### src/rtl/cmd_uart.sv
// Host-side UART front end: pairs received bytes into 16-bit commands and
// serializes 8-bit responses back onto TX. RX and TX run independently.
module cmd_uart #(
  parameter int unsigned BAUD_DIV = 434
) (
  input  logic        clk,
  input  logic        rst_n,
  input  logic        RX,
  output logic        TX,
  output logic [15:0] cmd,
  output logic        cmd_rdy,
  input  logic        clr_cmd_rdy,
  input  logic [7:0]  resp,
  input  logic        send_resp,
  output logic        resp_sent
);

  localparam logic [11:0] BaudCnt = 12'(BAUD_DIV);
  localparam logic [11:0] HalfCnt = 12'(BAUD_DIV / 2);

  typedef enum logic [1:0] {RxIdle, RxStart, RxData, RxStop} rx_state_e;
  typedef enum logic [1:0] {AsmWaitHi, AsmWaitLo, AsmFull} asm_state_e;
  typedef enum logic {TxIdle, TxBusy} tx_state_e;

  logic        r_rx_meta, r_rx_sync;
  rx_state_e   r_rx_state;
  logic [11:0] r_rx_cnt;
  logic [2:0]  r_rx_bits;
  logic [7:0]  r_rx_shift;
  logic        r_byte_vld;

  asm_state_e  r_asm_state;
  logic [15:0] r_cmd;
  logic        r_cmd_rdy;

  tx_state_e   r_tx_state;
  logic [11:0] r_tx_cnt;
  logic [3:0]  r_tx_bits;
  logic [9:0]  r_tx_shift;
  logic        r_tx;
  logic        r_resp_sent;

  always_ff @(posedge clk) begin
    if (!rst_n) begin
      r_rx_meta <= 1'b1;
      r_rx_sync <= 1'b1;
    end else begin
      r_rx_meta <= RX;
      r_rx_sync <= r_rx_meta;
    end
  end

  // Counter expiry is cnt == 1, so a load of N samples exactly N cycles later.
  always_ff @(posedge clk) begin
    if (!rst_n) begin
      r_rx_state <= RxIdle;
      r_rx_cnt   <= '0;
      r_rx_bits  <= '0;
      r_rx_shift <= '0;
      r_byte_vld <= 1'b0;
    end else begin
      r_byte_vld <= 1'b0;
      case (r_rx_state)
        RxIdle: begin
          if (!r_rx_sync) begin
            r_rx_state <= RxStart;
            r_rx_cnt   <= HalfCnt;
          end
        end
        RxStart: begin
          if (r_rx_cnt == 12'd1) begin
            r_rx_cnt  <= BaudCnt;
            r_rx_bits <= '0;
            r_rx_state <= r_rx_sync ? RxIdle : RxData;
          end else begin
            r_rx_cnt <= r_rx_cnt - 12'd1;
          end
        end
        RxData: begin
          if (r_rx_cnt == 12'd1) begin
            r_rx_cnt   <= BaudCnt;
            r_rx_shift <= {r_rx_sync, r_rx_shift[7:1]};
            r_rx_bits  <= r_rx_bits + 3'd1;
            if (r_rx_bits == 3'd7) r_rx_state <= RxStop;
          end else begin
            r_rx_cnt <= r_rx_cnt - 12'd1;
          end
        end
        RxStop: begin
          if (r_rx_cnt == 12'd1) begin
            r_rx_cnt   <= '0;
            r_rx_state <= RxIdle;
            r_byte_vld <= r_rx_sync;
          end else begin
            r_rx_cnt <= r_rx_cnt - 12'd1;
          end
        end
        default: r_rx_state <= RxIdle;
      endcase
    end
  end

  always_ff @(posedge clk) begin
    if (!rst_n) begin
      r_asm_state <= AsmWaitHi;
      r_cmd       <= '0;
      r_cmd_rdy   <= 1'b0;
    end else begin
      case (r_asm_state)
        AsmWaitHi: begin
          if (r_byte_vld) begin
            r_cmd[15:8] <= r_rx_shift;
            r_asm_state <= AsmWaitLo;
          end
        end
        AsmWaitLo: begin
          if (r_byte_vld) begin
            r_cmd[7:0]  <= r_rx_shift;
            r_cmd_rdy   <= 1'b1;
            r_asm_state <= AsmFull;
          end
        end
        AsmFull: begin
          // Bytes arriving here are dropped so cmd stays stable for the consumer.
          if (clr_cmd_rdy) begin
            r_cmd_rdy   <= 1'b0;
            r_asm_state <= AsmWaitHi;
          end
        end
        default: r_asm_state <= AsmWaitHi;
      endcase
    end
  end

  always_ff @(posedge clk) begin
    if (!rst_n) begin
      r_tx_state  <= TxIdle;
      r_tx_cnt    <= '0;
      r_tx_bits   <= '0;
      r_tx_shift  <= '0;
      r_tx        <= 1'b1;
      r_resp_sent <= 1'b0;
    end else begin
      // Pulse lands in the last cycle of the stop bit.
      r_resp_sent <= (r_tx_state == TxBusy) && (r_tx_bits == 4'd9) && (r_tx_cnt == 12'd2);
      case (r_tx_state)
        TxIdle: begin
          if (send_resp) begin
            r_tx_shift <= {1'b1, resp, 1'b0};
            r_tx       <= 1'b0;
            r_tx_cnt   <= BaudCnt;
            r_tx_bits  <= '0;
            r_tx_state <= TxBusy;
          end
        end
        TxBusy: begin
          if (r_tx_cnt == 12'd1) begin
            if (r_tx_bits == 4'd9) begin
              r_tx       <= 1'b1;
              r_tx_shift <= '0;
              r_tx_bits  <= '0;
              r_tx_cnt   <= '0;
              r_tx_state <= TxIdle;
            end else begin
              r_tx       <= r_tx_shift[1];
              r_tx_shift <= r_tx_shift >> 1;
              r_tx_bits  <= r_tx_bits + 4'd1;
              r_tx_cnt   <= BaudCnt;
            end
          end else begin
            r_tx_cnt <= r_tx_cnt - 12'd1;
          end
        end
        default: r_tx_state <= TxIdle;
      endcase
    end
  end

  assign TX        = r_tx;
  assign cmd       = r_cmd;
  assign cmd_rdy   = r_cmd_rdy;
  assign resp_sent = r_resp_sent;

endmodule

### config.mk
export PLATFORM = sky130hd
export DESIGN_NAME = cmd_uart
export DESIGN_NICKNAME = d
export VERILOG_FILES = /design/src/rtl/cmd_uart.sv
export SDC_FILE = /design/constraint.sdc
export NUM_CORES = 1
export LEC_CHECK = 0
export CORE_UTILIZATION = 57
export CTS_CLUSTER_DIAMETER = 100
export DETAILED_ROUTE_END_ITERATION = 10
export PLACE_DENSITY = 0.79
export SETUP_SLACK_MARGIN = 0.1
export SLEW_MARGIN = 30
export SYNTH_ARGS = -nofsm -noshare
export SYNTH_HDL_FRONTEND = slang
export SYNTH_SLANG_ARGS = --single-unit
### constraint.sdc
create_clock -name clk -period 2.65 [get_ports clk]
set_input_delay 0.53 -clock clk [delete_from_list [all_inputs] [get_ports clk]]
set_output_delay 0.53 -clock clk [all_outputs]
set_load 0.02 [all_outputs]
==> impl_metrics.json, run 1 <==
{
  "grt_pass1_vias": 2967,
  "ys_seq_elements": 75,
  "grt_overflow": 0,
  "grt_max_degree": 44,
  "synthCells": 442,
  "critPathKind": "reg -> reg",
  "root_buffer": "clkbuf_8",
  "clk_latency_ps": 370,
  "p_int_mw": 1.98,
  "p_sw_uw": 914,
  "io_pins": 32,
  "startpoint_type": "register",
  "clock_sinks": 75,
  "drc": 0,
  "timing.final.crit_share_pct": 80.5,
  "pre_cts_slack_ps": 555,
  "cp-end-kind": "register",
  "post_drt_wl_per_cell_um": 14.9,
  "cts_buffers": 9,
  "rsz0062_at_grt": "false",
  "skew_ps": 12.4,
  "sw_frac_of_total_pct": 31.5,
  "yosysUniqueCellTypes": 62,
  "port-buffer-count": 31,
  "slew_violations": 0,
  "fin_ws_ps": 516,
  "rows": 28,
  "first_pass_iters": 5,
  "power_frac_comb_pct": 20.5,
  "area_growth_pct": 16.9,
  "ys.flop_type": "dfxtp_1",
  "fmax_ghz": 0.469,
  "vias_per_cell": 6.16,
  "die-height_um": 82.4,
  "clk_pin_slew_worst_paths_ps": 90,
  "holdCritPathClass": "reg -> reg",
  "pwr-share-clk_pct": 35.9,
  "synth_edf_count": 0,
  "diodes": 0,
  "yosysSeqAreaShare_pct": 40.7,
  "detail-route-antenna-nets": 0,
  "period_needed_ps": 2130,
  "cts_setup_buffers": 0,
  "final_nets": 499,
  "drt_iter0_drc": 245,
  "synth_nets": 469,
  "seqPwrFrac_pct": 43.6,
  "clockBufferDepth": 2,
  "finalWeightedCongestion": 0.933,
  "power_density_nw_per_um2": 672,
  "cts_resized": 0,
  "postCtsHoldBufs": 0,
  "setup_violations": 0,
  "num_vias": 3401,
  "cp_max_fo": 16,
  "ir_drop_uv": 436,
  "start_util_pct": 60.5,
  "leakagePower_nw": 1.55,
  "place_area_sq_um": 4080,
  "arrival_ps": 2400,
  "slew_headroom_pct": 64.2,
  "syn-cell-area_sq_um": 3690,
  "core_sq_um": 6100,
  "dieArea_sq_um": 6800,
  "tns_ps": 0,
  "grtUsageTotal_pct": 25.8,
  "synthArstFlopShare_pct": 0,
  "syn_avg_cell_area_sq_um": 8.35,
  "status": "finished, final reports clean",
  "cap_violations": 0,
  "drive_gt1_share_pct": 9.64,
  "power_mw": 2.90,
  "cts_tree": "built",
  "die_x_um": 82.4,
  "htreeDepth": 3,
  "grt_first_pass_wirelength_um": 13500,
  "wl_um": 8220,
  "hold_violations": 0,
  "worstPathRequired_ps": 2910,
  "final_area_sq_um": 4310,
  "max_slew.worst_pin.slew_ps": 536,
  "yosysWarnings": 0,
  "antenna_found_initial": 0,
  "dp_hpwl_um": 5670
}
-- cells in the mapped netlist (2+ instances only) --
master    count  area, sq um
nand2_1      56          210
buf_6         3         33.8
and2_1        2         12.5
nor4b_1       3         26.3
nor3b_1       3         22.5
ha_1         14          175
buf_1         3         11.3
nand2b_1      6         37.5
nor3_1       15         75.1
o22ai_1       3         18.8
or3_1         5         31.3
nand4b_1      2         17.5
clkbuf_1     20         75.1
o21a_1        2         15.0
a21oi_1      37          185
o21bai_1      2         15.0
a31oi_1      10         62.6
and3_1        2         12.5
inv_1        15         56.3
nand4_1       3         18.8
or3_2         2         15.0
o211ai_1      4         30.0
o31a_1        2         17.5
o31ai_1       5         37.5
or4_1         5         37.5
nand3_1      30          150
nand3b_1      4         30.0
dfxtp_1      75         1500
or2_2         3         18.8
nor4_1        2         12.5
a311oi_1      8         70.1
mux2i_1      12          120
a41oi_1       2         17.5
o21ai_0      12         60.1
a311oi_2      2         30.0
nor2_1       38          143
a211oi_1      5         37.5
-- final timing paths --
path,from,endpoint,cells after the start,slack (ps)
max,r_tx_cnt[1],r_tx_shift[6],7,520
min,r_rx_meta,r_rx_sync,1,410
max reg2reg,r_tx_cnt[1],r_tx_shift[6],7,520
min reg2reg,r_rx_meta,r_rx_sync,1,410
-- power groups by stage --
stage / combinational (mW) / sequential (mW) / clock, mW
after global routing: 0.651 / 1.28 / 1.08
after floorplan: 0.440 / 1.26 / 0
final: 0.593 / 1.26 / 1.04
after CTS: 0.584 / 1.26 / 1.04
after detailed placement: 0.578 / 1.29 / 0
after global placement: 0.571 / 1.29 / 0
-- logic make-up after synthesis --
family / count (synthesis) / synth area share [%]
xor+xnor: 2 / 0.475
flops: 75 / 40.7
compound gates: 107 / 19.5
buf+inv: 43 / 5.02
fa+ha+maj: 14 / 4.75
simple gates: 188 / 26.0
mux: 13 / 3.56
-- sequential cells by signal, summed over array words and instances (netlist names), named ones only --
signal       flops
TX               1
r_rx_bits        3
cmd_rdy          1
r_tx_cnt        12
r_byte_vld       1
r_rx_cnt        12
r_tx_shift       9
r_tx_bits        4
cmd             16
r_rx_state       1
r_asm_state      2
r_rx_shift       8
r_rx_meta        1
r_tx_state       1
resp_sent        1
r_rx_sync        1
-- layout by cell type, fill, tap and decap left out, types with 6 or more instances in the layout --
| master | count |
|---|---|
| buf_4 | 15 |
| a311oi_1 | 8 |
| nand2_1 | 56 |
| dfxtp_1 | 75 |
| a21oi_1 | 37 |
| clkbuf_8 | 9 |
| nand3_1 | 30 |
| nor2_1 | 38 |
| nor3_1 | 15 |
| o21ai_0 | 12 |
| clkdlybuf4s50_1 | 31 |
| mux2i_1 | 12 |
| a31oi_1 | 10 |
| ha_1 | 14 |
| inv_1 | 15 |
| nand2b_1 | 6 |
-- critical path, cell delays in order (launching register included) --
cell and delay [ps]:
dfxtp_1 350, inv_1 110, ha_1 160, or4b_4 500
o31ai_4 310, buf_4 260, nor2_1 70, a311oi_1 280
-- layout make-up --
class	count	area [sq um]
flip-flops and latches	75	1500
well taps	75	93.8
multi-input cells	324	2000
fillers	485	1780
clock inverters	7	109
clock buffers	9	124
inverters	16	60.1
repair buffers	46	423
-- routing by layer --
metal / wire length [um] / up-vias / global-route usage (%)
met4: 121 / 0 / 11.8
met3: 396 / 11 / 4.40
met1: 3860 / 1626 / 33.3
li1: - / 1666 / -
met5: 0 / - / 0
met2: 3840 / 98 / 41.8
-- stage by stage --
stage	utilization, %	hold slack (ps)	std cells
final	70.8	408	552
after global routing	70.8	424	552
after CTS	70.8	414	552
after detailed placement	66.9	398	536
after global placement	66.9	394	536
after floorplan	-	386	442
(Power assumes the default switching activity.)
==> inputs of run 2 (changes only) <==
- clock period: 2.65 -> 2.2 ns (I/O delays scaled with it)
==> impl_metrics.json, run 2 (same netlist as run 1, synthesis figures left out) <==
{
  "startpoint": "r_tx_cnt[1]",
  "postCtsHoldBufs": 0,
  "grt_max_degree": 50,
  "r2r_start": "r_tx_cnt[1]",
  "rsz0062_at_grt": "true",
  "multiInputGateArea_sq_um": 2020,
  "max_slew.worst_pin.slew_ps": 630,
  "r2r_cells": 6,
  "layout_common_cells": "dfxtp_1, nand2_1, nor2_1, a21oi_1, clkdlybuf4s50_1",
  "startpoint_type": "register",
  "grtUsageTotal_pct": 25.9,
  "area_growth_pct": 17.3,
  "final_nets": 505,
  "first_pass_iters": 8,
  "slew_violations": 0,
  "drt_iter0_drc": 290,
  "io_pins": 32,
  "rrSetupSlack_ps": 170,
  "core_sq_um": 6100,
  "grtUsageMet1_pct": 30.7,
  "die-height_um": 82.4,
  "power_frac_comb_pct": 22.3,
  "met2_usage_pct": 44.6,
  "critPathKind": "reg -> reg",
  "timing.final.crit_share_pct": 92.1,
  "htreeDepth": 3,
  "cp_max_fo": 5,
  "whs_endpoint": "r_rx_sync",
  "reg2reg_to": "r_tx_bits[1]",
  "clk_latency_ps": 360,
  "arrival_ps": 2320,
  "dp_hpwl_um": 5720,
  "setup_violations": 0,
  "critPathSlowestCell": "or4b_4",
  "status": "finished, final reports clean",
  "cap_violations": 0,
  "grt.busiest_layer": "met2",
  "cp-end-kind": "register",
  "seqPwrFrac_pct": 47.0,
  "grt_overflow": 0,
  "finalWeightedCongestion": 0.915,
  "slew_headroom_pct": 57.6,
  "hp-start": "r_rx_meta",
  "grt_use_met3_pct": 4.84,
  "die_x_um": 82.4,
  "crit_family": "simple AND/OR/NAND/NOR gates",
  "fillers": 488,
  "antenna_found_initial": 0,
  "seqCellArea_sq_um": 1500,
  "pwr-share-clk_pct": 30.7,
  "holdCritPathClass": "reg -> reg",
  "detail-route-antenna-nets": 0,
  "rows": 28,
  "worstPathRequired_ps": 2500,
  "root_buffer": "clkbuf_8",
  "grt_pass1_vias": 3041,
  "layout_commonest_cell": "dfxtp_1",
  "clock_sinks": 75,
  "clk_pin_slew_worst_paths_ps": 90,
  "skew_ps": 10.3,
  "port-buffer-count": 31,
  "pre_cts_slack_ps": 132,
  "drc": 0,
  "path_cells": "inv_1 > ha_1 > or4b_4 > o31a_1 > or3_1 > a21oi_1",
  "dieArea_sq_um": 6800,
  "ir_drop_uv": 467,
  "p_sw_mw": 1.08,
  "cts_tree": "built",
  "power_density_nw_per_um2": 751,
  "tns_ps": 0,
  "grt_first_pass_wirelength_um": 13400,
  "wl_um": 8330,
  "start_util_pct": 60.5,
  "fmax_ghz": 0.494,
  "post_drt_wl_per_cell_um": 14.9,
  "vias_per_cell": 6.17,
  "period_needed_ps": 2030,
  "cts_buffers": 9,
  "sw_frac_of_total_pct": 33.3,
  "largest_register_ffs": 16,
  "p_int_mw": 2.17,
  "diodes": 0,
  "clockBufferDepth": 2,
  "drive_gt1_share_pct": 11.4,
  "cp.buffers_inverters": 1,
  "leakagePower_nw": 1.56,
  "min_path_cells": 1,
  "hold_violations": 0,
  "max_stage_delay_ps": 510,
  "fin_ws_ps": 174,
  "num_vias": 3442
}
run 2: changes by cell type in the layout (fill, tap and decap cells not counted), sizes merged:
cell,delta
buf,+6
bufinv,-2
clkinvlp,+1
inv,+1
run 2: cell type report:
type	count	area share, %
clock inverter	7	1.36
inverter	16	1.39
sequential	75	34.7
multi-input combinational	324	46.7
tap	75	2.17
timing repair buffer	52	10.8
clock buffer	9	2.86
run 2: power by group through the flow:
stage / clock (mW) / combinational (mW) / sequential (mW)
final: 0.998 / 0.723 / 1.53
after floorplan: 0 / 0.530 / 1.52
after CTS: 1.02 / 0.698 / 1.52
after global placement: 0 / 0.684 / 1.55
after global routing: 1.08 / 0.786 / 1.54
after detailed placement: 0 / 0.695 / 1.55
run 2: worst max path at each step:
stage                          endpoint  slack [ps]  cells past startpoint
after floorplan           r_tx_shift[7]         250                      7
after global placement     r_tx_bits[2]         190                      5
after detailed placement   r_tx_bits[3]         130                      7
after CTS                  r_tx_bits[3]         130                      7
after global routing       r_tx_bits[1]         100                      6
final                      r_tx_bits[1]         170                      6
run 2: what timing repair did:
item / in CTS / in global routing
setup endpoints to repair: 0 / 17
gates resized for setup: 0 / 5
buffers inserted: 0 / 2
run 2: stage by stage:
stage	hold slack (ps)	utilization [%]	cell area, sq um	cells	total power [mW]
2_1_floorplan	386	-	3690	442	2.05
3_3_place_gp	399	67.3	4100	539	2.23
3_5_place_dp	398	67.3	4100	539	2.25
4_1_cts	419	70.3	4290	555	3.24
5_1_grt	426	71.0	4330	558	3.40
6_report	414	71.0	4330	558	3.25
run 2: per-layer routing:
metal / vias to the layer above / wire length (um)
li1: 1680 / -
met1: 1599 / 3660
met2: 145 / 4000
met3: 18 / 511
met4: 0 / 156
met5: - / 0
